==> src/rtl/controlador_entrada.sv <==
// controlador_entrada: keyboard/switch read controller for the IN instruction (up to three BCD digits).
// Optional idle timeout enabled by defining ENTRADA_TIMEOUT_EN.
module controlador_entrada #(
    parameter int TIMEOUT_CICLOS = 50000
) (
    input  logic        clock,
    input  logic        reset,
    input  logic        pedidoIN,
    input  logic        cancela,
    input  logic        botaoIN,
    input  logic [3:0]  entradaDeDados,
    output logic [31:0] dadoLido,
    output logic        dadoValido,
    output logic        pausa,
    output logic [3:0]  unidade,
    output logic [3:0]  dezena,
    output logic [3:0]  centena,
    output logic        erro
);
    typedef enum logic [1:0] {OCIOSO, CAPTURA, ENTREGA} estado_t;

    estado_t     estado, proximo;
    logic        botaoReg;
    logic        evento;
    logic        ehDigito;
    logic        ehEnter;
    logic        fimPorTempo;
    logic [9:0]  acumulador;
    logic [9:0]  lidoReg;
    logic [1:0]  contagem;

    assign evento   = botaoIN & ~botaoReg;
    assign ehDigito = entradaDeDados <= 4'd9;
    assign ehEnter  = entradaDeDados == 4'hF;

`ifdef ENTRADA_TIMEOUT_EN
    localparam int CW = $clog2(TIMEOUT_CICLOS + 1);
    logic [CW-1:0] contTempo;

    // Idle-cycle counter: runs only while capturing, restarts on every button event.
    always_ff @(posedge clock or posedge reset) begin
        if (reset)
            contTempo <= '0;
        else if (estado != CAPTURA || evento)
            contTempo <= '0;
        else
            contTempo <= contTempo + 1'b1;
    end

    assign fimPorTempo = (estado == CAPTURA) && (contTempo == CW'(TIMEOUT_CICLOS - 1));
`else
    assign fimPorTempo = 1'b0 & (TIMEOUT_CICLOS > 0);
`endif

    // State register.
    always_ff @(posedge clock or posedge reset) begin
        if (reset)
            estado <= OCIOSO;
        else
            estado <= proximo;
    end

    // Next state: cancel beats everything; an event takes precedence over the timeout.
    always_comb begin
        proximo = estado;
        case (estado)
            OCIOSO:  proximo = pedidoIN ? CAPTURA : OCIOSO;
            CAPTURA: begin
                if (cancela)
                    proximo = OCIOSO;
                else if (evento ? (ehEnter || (ehDigito && contagem == 2'd2)) : fimPorTempo)
                    proximo = ENTREGA;
            end
            ENTREGA: proximo = OCIOSO;
            default: proximo = OCIOSO;
        endcase
    end

    // Datapath: button edge register, digit accumulation, BCD echo, error flag, delivered value.
    always_ff @(posedge clock or posedge reset) begin
        if (reset) begin
            botaoReg   <= 1'b0;
            acumulador <= '0;
            contagem   <= '0;
            unidade    <= '0;
            dezena     <= '0;
            centena    <= '0;
            erro       <= 1'b0;
            lidoReg    <= '0;
        end else begin
            botaoReg <= botaoIN;
            if (estado == OCIOSO && pedidoIN) begin
                acumulador <= '0;
                contagem   <= '0;
                unidade    <= '0;
                dezena     <= '0;
                centena    <= '0;
                erro       <= 1'b0;
            end else if (estado == CAPTURA && !cancela && evento) begin
                if (ehDigito) begin
                    acumulador <= acumulador * 10'd10 + 10'(entradaDeDados);
                    contagem   <= contagem + 1'b1;
                    centena    <= dezena;
                    dezena     <= unidade;
                    unidade    <= entradaDeDados;
                end else if (!ehEnter) begin
                    erro <= 1'b1;
                end
            end
            if (dadoValido)
                lidoReg <= acumulador;
        end
    end

    // Outputs: the delivered value shows during the completion pulse and is then held.
    always_comb begin
        pausa      = estado == CAPTURA;
        dadoValido = (estado == ENTREGA) && !cancela;
        dadoLido   = {22'd0, dadoValido ? acumulador : lidoReg};
    end
endmodule

==> config.mk <==
export PLATFORM = sky130hd
export DESIGN_NAME = controlador_entrada
export DESIGN_NICKNAME = d
export VERILOG_FILES = /design/src/rtl/controlador_entrada.sv
export SDC_FILE = /design/constraint.sdc
export NUM_CORES = 1
export LEC_CHECK = 0
export ABC_AREA = 1
export BUFFER_PORTS_ARGS = -buffer_cell sky130_fd_sc_hd__buf_2
export CORE_ASPECT_RATIO = 1.75
export CORE_MARGIN = 2
export CORE_UTILIZATION = 50
export DETAILED_ROUTE_END_ITERATION = 16
export GPL_TIMING_DRIVEN = 0
export PLACE_DENSITY = 0.74
export SLEW_MARGIN = 25
export SYNTH_ARGS = -nofsm -noshare
export SYNTH_HDL_FRONTEND = slang
export SYNTH_SLANG_ARGS = --single-unit
export TNS_END_PERCENT = 30
==> constraint.sdc <==
create_clock -name clock -period 4.8 [get_ports clock]
set_clock_uncertainty 0.2 [all_clocks]
set_input_delay 0.96 -clock clock [delete_from_list [all_inputs] [get_ports clock]]
set_output_delay 0.96 -clock clock [all_outputs]
set_load 0.01 [all_outputs]
==> results of run 1 <==
==> metrics by stage <==
step | utilization (%) | instance area [um^2]
after floorplan | - | 2330
after global placement | 58.7 | 2560
after detailed placement | 58.7 | 2560
after CTS | 61.3 | 2680
after global routing | 61.3 | 2680
final | 61.3 | 2680
==> routing by layer <==
layer | vias up | global-route usage (%) | wire length [um]
met4 | 0 | 10.0 | 111
met2 | 49 | 37.2 | 2640
met5 | - | 0 | 0
li1 | 930 | - | -
met1 | 849 | 24.1 | 1670
met3 | 10 | 3.23 | 194
==> area by class of cell <==
cell class                 instances  area [um^2]
timing repair buffer              33          165
multi-input combinational        186         1050
sequential                        37          926
clock inverter                     3         46.3
buffer                            27          211
tap                               51         63.8
clock buffer                       5         68.8
fill                             386         1690
inverter                          39          149
==> Yosys cell counts (2+ instances only) <==
library cell	n	area share (%)
o21ai_1	16	3.6
o22ai_1	2	0.56
nor2_1	9	1.5
a21oi_1	4	0.89
inv_1	32	5.3
buf_6	3	1.5
nand3_1	18	4.0
fa_1	2	1.8
nand4_1	3	0.83
dfrtp_1	37	41
o22ai_2	6	3.3
ha_1	15	8.3
o21ai_0	8	1.8
nor2_8	2	1.8
buf_4	23	7.7
inv_2	6	1.0
nand2_1	74	12
==> registers in the layout (all words and copies together), names as in the netlist <==
signal      flops
acumulador      9
botaoReg        1
centena         4
contagem        2
dezena          4
erro            1
estado          2
lidoReg        10
unidade         4
==> critical path, cell delays in order <==
cell and delay (ns):
buf_2 0.12, nor3_2 0.24, inv_2 0.14, buf_2 0.20, o21ai_0 0.26, buf_2 0.19
==> worst paths after layout <==
check | start | endpoint | cells past startpoint
worst max-delay path | cancela | dadoLido[3] | 6
worst min-delay path | lidoReg[9]$_DFF_PP0_ | lidoReg[9]$_DFF_PP0_ | 2
worst max register to register | acumulador[1]$_DFFE_PP0P_ | acumulador[8]$_DFFE_PP0P_ | 10
worst min register to register | lidoReg[9]$_DFF_PP0_ | lidoReg[9]$_DFF_PP0_ | 2
max in group asynchronous | reset | acumulador[2]$_DFFE_PP0P_ | 2
min in group asynchronous | reset | lidoReg[9]$_DFF_PP0_ | 2
==> cells by family (layout without fill, tap and decap cells) <==
logic type / after synthesis / after routing / share of synthesized area [%]
compound gates: 37 / 37 / 10.4
flops: 37 / 37 / 41.1
buf+inv: 66 / 107 / 16.0
other cells: 1 / 22 / 0.166
fa+ha+maj: 17 / 17 / 10.1
simple gates: 109 / 109 / 21.9
xor+xnor: 1 / 1 / 0.389
==> power groups by stage <==
stage / combinational (mW) / sequential (mW) / clock (mW)
finish: 0.138 / 0.337 / 0.270
global route: 0.156 / 0.339 / 0.285
CTS: 0.139 / 0.337 / 0.274
detailed placement: 0.138 / 0.343 / 0
global placement: 0.135 / 0.343 / 0
floorplan: 0.101 / 0.342 / 0
==> impl_metrics.yaml, run 1 <==
clock_tree:
  hold_buffers: 0
  htree_levels: 2
  post_cts_resized: 0
  cts_setup_buffers: 0
  cts_tree: "done"
  cts.sink_count: 37
  cts_buffers: 5
  cts_root_buffer: "clkbuf_8"
  clockBufferDepth: 2
  clock_latency_ns: 0.29
  path_clk_slew_ns: 0.08
detailed_routing:
  drc_errors: 0
  antenna_left: 0
  drt_first_pass_iters: 4
  wl_um: 4610
  vias: 1838
  drtIter0Drc: 32
  vias_per_cell: 4.82
  post_drt_wl_per_cell_um: 12.1
sta:
  fin_crit_ns: 3.27
  setup_violations: 0
  final.setup.tns_ns: 0
  whs_ns: 0.274
  fin_ws_ns: 1.53
  max_freq_mhz: 306
  fin_crit_sh_pct: 68.1
  worstMarginPinSlew_ns: 0.746
  slew_viol_final: 0
  rsz0062_at_grt: "no"
  hold_viol: 0
  relSlewSlack_pct: 50.2
final_layout:
  final_nets: 355
  final_common_cell: "nand2_1"
  layout_common_cells: "74 x nand2_1, 37 x dfrtp_1, 34 x buf_2"
  diodes: 0
  fin_cells: 381
  area_delta_synth_final_pct: 18.8
  drive_above_1_share_pct: 26.4
global_routing:
  grt_pass1_vias: 1854
  globalRoute.totalOverflow: 0
  antenna_found_initial: 0
  grt_pass1_wl_um: 7980
  grt.total_usage_pct: 21.4
  grt_max_degree: 38
yosys:
  ys_seq_area_share_pct: 41.1
  synth_cells: 268
  synth-seq-cells: 37
  async_flop_share_pct: 100
  avgSynthCellArea_um2: 8.41
  synth_enable_flop_cells: 0
  syn_area_um2: 2250
  ys.flop_type: "dfrtp_1"
  ys_types: 25
  ys_warn_count: 0
die:
  initial_core_util_pct: 51.6
  pin_count: 56
  dieArea_um2: 5080
  core_area_um2: 4360
  rows: 32
  die_w_um: 54.7
  die_h_um: 92.8
placed_design:
  hpwl_um: 3700
  numPortBuffers: 33
  place_congestion: 0.931
  dp.cells: 373
  pre_cts_slack_ns: 1.51
setup_path:
  ff2ff_setup_slack_ns: 2.21
  critPathKind: "in -> out"
  cp.required_ns: 3.64
  critPathLaunchType: "input port"
  endpoint_kind: "output port"
  critPathMaxFanout: 10
  arrival_ns: 2.11
power_and_ir_drop:
  ir_drop_mv: 0.239
  p_int_uw: 536
  power_density_nw_per_um2: 279
  switching_share_pct: 28.1
  seq_power_share_pct: 45.2
  clock_power_share_pct: 36.2
  power_uw: 746
  pwr-share-comb_pct: 18.6
  leakage_nw: 1.51
  p_sw_uw: 209
worst_hold_path:
  min_path_type: "reg -> reg"
job:
  drv_cap: 0
status:
  status: "completed"
No activity file was read; power rests on OpenSTA's default activity.
==> run 2: changes to the inputs <==
- CORE_UTILIZATION: 50 -> 48
- clock period: 4.8 -> 2.8 ns (I/O delays scaled with it)
==> impl_metrics.yaml, run 2 (same netlist as run 1, synthesis figures left out) <==
clock_tree:
  cts_tree: "done"
  path_clk_slew_ns: 0.08
  clockBufferDepth: 2
  cts_root_buffer: "clkbuf_8"
  hold_buffers: 0
  cts_setup_buffers: 0
  htree_levels: 2
  post_cts_resized: 0
  cts_buffers: 5
  clock_latency_ns: 0.29
  cts.sink_count: 37
global_routing:
  grt_pass1_wl_um: 7870
  globalRoute.totalOverflow: 0
  grt.total_usage_pct: 19.0
  grt_pass1_vias: 1793
  antenna_found_initial: 0
  grt_max_degree: 38
setup_path:
  endpoint_kind: "flip-flop"
  cp.required_ns: 2.79
  timing.rr.start: "acumulador[1]$_DFFE_PP0P_"
  critPathMaxFanout: 4
  arrival_ns: 2.59
  r2r_end: "acumulador[8]$_DFFE_PP0P_"
  critPathKind: "reg -> reg"
  ff2ff_setup_slack_ns: 0.20
  critPathLaunchType: "flip-flop"
  r2r_cells: 10
sta:
  fin_crit_sh_pct: 92.8
  max_freq_mhz: 385
  slew_viol_final: 0
  worstMarginPinSlew_ns: 0.743
  fin_ws_ns: 0.203
  fin_crit_ns: 2.60
  rsz0062_at_grt: "no"
  setup_violations: 0
  relSlewSlack_pct: 50.4
  hold_viol: 0
  final.setup.tns_ns: 0
die:
  die_w_um: 55.8
  initial_core_util_pct: 49.2
  dieArea_um2: 5280
  pin_count: 56
  core_area_um2: 4580
  die_h_um: 94.6
  rows: 33
placed_design:
  place_congestion: 0.885
  dp.cells: 374
  placed_area_um2: 2560
  numPortBuffers: 33
  pre_cts_slack_ns: 0.216
  hpwl_um: 3570
power_and_ir_drop:
  power_density_nw_per_um2: 478
  clock_power_share_pct: 36.5
  switching_share_pct: 28.2
  p_sw_uw: 361
  pwr-share-comb_pct: 18.3
  seq_power_share_pct: 45.1
  p_int_uw: 919
  ir_drop_mv: 0.441
  leakage_nw: 1.51
final_layout:
  fin_area_um2: 2680
  area_delta_synth_final_pct: 18.8
  diodes: 0
  final_util_pct: 58.4
  drive_above_1_share_pct: 26.4
  top_register: "lidoReg"
  layout_common_cells: "74 x nand2_1, 37 x dfrtp_1, 34 x buf_2"
  reg_top3: "lidoReg: 10 flops, acumulador: 9 flops"
  final_common_cell: "nand2_1"
  fin_cells: 382
  largest_reg_flops: 10
  final_nets: 355
detailed_routing:
  wl_um: 4430
  drt_first_pass_iters: 4
  post_drt_wl_per_cell_um: 11.6
  drc_errors: 0
  drtIter0Drc: 39
  vias: 1835
  vias_per_cell: 4.80
  antenna_left: 0
status:
  status: "completed"
job:
  drv_cap: 0
worst_hold_path:
  min_path_type: "in -> async"
run 2: cell counts in the layout (fill, tap and decap cells not counted):
No cell type changed its count.
run 2: area by class of cell:
cell class | count | area [um^2]
timing repair buffer | 33 | 165
buffer | 27 | 211
clock buffer | 5 | 68.8
inverter | 39 | 149
sequential | 37 | 926
fill | 422 | 1910
clock inverter | 3 | 46.3
tap | 52 | 65.1
multi-input combinational | 186 | 1050
run 2: per-layer routing:
metal  vias to the layer above  wire length [um]  GRT usage [%]
met5                         -                 0              0
met4                         0                93           10.2
met3                        10               192           3.15
met2                        50              2410           34.1
met1                       839              1730           21.3
li1                        936                 -              -
run 2: worst max-delay path: stages, from the launching register on:
cell	delay (ns)
dfrtp_1	0.45
ha_1	0.32
ha_1	0.24
fa_1	0.56
nand2_1	0.07
inv_1	0.07
nand4_1	0.11
a21oi_1	0.25
nand3_1	0.10
nand3_1	0.10
nand2_1	0.05
run 2: through the flow:
stage          hold WS [ns]  power, mW
6_report              0.183       1.28
3_3_place_gp          0.260      0.820
4_1_cts               0.182       1.29
3_5_place_dp          0.256      0.824
2_1_floorplan         0.246      0.760
5_1_grt               0.187       1.34
run 2: power by group through the flow:
stage               Sequential (mW)  Combinational (mW)  Clock (mW)
global placement              0.588               0.231           0
CTS                           0.578               0.236       0.475
finish                        0.578               0.234       0.468
floorplan                     0.587               0.173           0
detailed placement            0.589               0.235           0
global route                  0.581               0.264       0.498
run 2: how the worst max path moves through the flow:
stage	cells after the start	start	slack, ns	end
3_5_place_dp	10	acumulador[1]$_DFFE_PP0P_	0.22	acumulador[8]$_DFFE_PP0P_
3_3_place_gp	10	acumulador[1]$_DFFE_PP0P_	0.24	acumulador[8]$_DFFE_PP0P_
4_1_cts	10	acumulador[1]$_DFFE_PP0P_	0.21	acumulador[8]$_DFFE_PP0P_
5_1_grt	11	acumulador[1]$_DFFE_PP0P_	0.01	acumulador[8]$_DFFE_PP0P_
2_1_floorplan	10	acumulador[1]$_DFFE_PP0P_	0.44	acumulador[8]$_DFFE_PP0P_
6_report	10	acumulador[1]$_DFFE_PP0P_	0.20	acumulador[8]$_DFFE_PP0P_
==> run 3: changes to the inputs <==
- PLACE_DENSITY: 0.74 -> 0.76
- RECOVER_POWER: not set -> 25
==> impl_metrics.yaml, run 3 (same netlist as run 1, synthesis figures left out) <==
clock_tree:
  cts_root_buffer: "clkbuf_8"
  cts_buffers: 5
  clock_latency_ns: 0.29
  htree_levels: 2
  path_clk_slew_ns: 0.07
  cts.sink_count: 37
  cts_setup_buffers: 0
  clockBufferDepth: 2
  cts_tree: "done"
final_layout:
  diodes: 0
  final_common_cell: "nand2_1"
  reg_top3: "lidoReg: 10 flops, acumulador: 9 flops"
  layout_common_cells: "74 x nand2_1, 37 x dfrtp_1, 34 x buf_2"
  top_register: "lidoReg"
  largest_reg_flops: 10
  fin_cells: 382
  final_nets: 356
  nFillCells: 415
  drive_above_1_share_pct: 26.1
  area_delta_synth_final_pct: 18.0
sta:
  final.setup.tns_ns: 0
  relSlewSlack_pct: 22.1
  slew_viol_final: 0
  fin_crit_ns: 2.62
  worstMarginPinSlew_ns: 1.17
  fin_crit_sh_pct: 93.5
  max_freq_mhz: 382
  setup_violations: 0
  hold_viol: 0
  rsz0062_at_grt: "no"
setup_path:
  crit_top_cell: "nand2_1"
  critPathTopFamily: "adder cells"
  max_stage_delay_ns: 0.56
  critPathKind: "reg -> reg"
  critPathMaxFanout: 4
  crit_slowest_cell: "fa_1"
  arrival_ns: 2.60
  cp.required_ns: 2.78
  endpoint_kind: "flip-flop"
  path_buf_inv: 0
  critPathLaunchType: "flip-flop"
  path_cells: "ha_1, ha_1, fa_1, nand3_1, nor2_1, nand2_1, nor2_1, nand2_1, nand3_1, nand2_1"
detailed_routing:
  drc_errors: 0
  antenna_left: 0
  drt_first_pass_iters: 5
  wl_um: 4680
  post_drt_wl_per_cell_um: 12.3
  drtIter0Drc: 28
  vias: 1864
  vias_per_cell: 4.88
worst_hold_path:
  min_path_type: "in -> async"
global_routing:
  antenna_found_initial: 0
  grt_pass1_wl_um: 7690
  grt.busiest_layer: "met2"
  grt_util_met3_pct: 2.88
  grt.total_usage_pct: 18.8
  grt_max_degree: 23
  use_met1_pct: 19.8
  grt_pass1_vias: 1701
  globalRoute.totalOverflow: 0
  use_met2_pct: 35.2
die:
  core_area_um2: 4580
  dieArea_um2: 5280
  die_w_um: 55.8
  pin_count: 56
  rows: 33
  die_h_um: 94.6
  initial_core_util_pct: 49.2
power_and_ir_drop:
  ir_drop_mv: 0.422
  leakage_nw: 1.50
  power_density_nw_per_um2: 450
job:
  drv_cap: 0
placed_design:
  dp.cells: 375
  place_congestion: 0.865
  hpwl_um: 3750
  numPortBuffers: 33
status:
  status: "completed"
==> run 3: layer usage <==
layer,wire [um],vias to the layer above
met4,166,0
met5,0,-
met3,212,14
met1,1730,849
li1,-,942
met2,2580,59
==> run 3: cell type report <==
type	count	area, um^2	area share, %
multi-input combinational	186	1050	39.5
sequential	37	926	34.8
buffer	27	211	7.95
timing repair buffer	34	169	6.35
inverter	39	149	5.60
clock buffer	6	82.6	3.10
tap	52	65.1	2.45
clock inverter	1	7.51	0.282
==> run 3: repair_timing <==
action | CTS | global route
resized for setup | 0 | 1
endpoints found under the setup margin | 0 | 1
hold buffers | 0 | 0
==> run 3: worst paths after layout <==
| kind | depth (start not counted) | to | start | slack (ns) |
|---|---|---|---|---|
| worst max-delay path | 10 | acumulador[9]$_DFFE_PP0P_ | acumulador[1]$_DFFE_PP0P_ | 0.18 |
| worst min-delay path | 2 | acumulador[2]$_DFFE_PP0P_ | reset | 0.13 |
| worst max register to register | 10 | acumulador[9]$_DFFE_PP0P_ | acumulador[1]$_DFFE_PP0P_ | 0.18 |
| worst min register to register | 2 | lidoReg[9]$_DFF_PP0_ | lidoReg[9]$_DFF_PP0_ | 0.28 |
| max in group asynchronous | 3 | unidade[2]$_DFFE_PP0P_ | reset | 0.80 |
| min in group clock | 1 | botaoReg$_DFF_PP0_ | botaoIN | 0.18 |
==> run 3: power by group <==
group | total, mW | switching, mW | internal [mW] | leakage, nW
Clock | 0.380 | 0.186 | 0.194 | 0.0433
Sequential | 0.579 | 0.0169 | 0.562 | 0.490
Combinational | 0.237 | 0.145 | 0.0917 | 0.965
==> run 3: through the flow <==
| stage | area (um^2) | utilization (%) | hold slack [ns] | power, mW | setup WS (ns) |
|---|---|---|---|---|---|
| after floorplan | 2330 | - | 0.246 | 0.760 | 0.435 |
| after global placement | 2560 | 55.9 | 0.262 | 0.820 | 0.233 |
| after detailed placement | 2590 | 56.5 | 0.264 | 0.830 | 0.169 |
| after CTS | 2680 | 58.5 | 0.0522 | 1.21 | 0.157 |
| after global routing | 2660 | 58.0 | 0.182 | 1.25 | 0.0495 |
| final | 2660 | 58.0 | 0.132 | 1.20 | 0.182 |
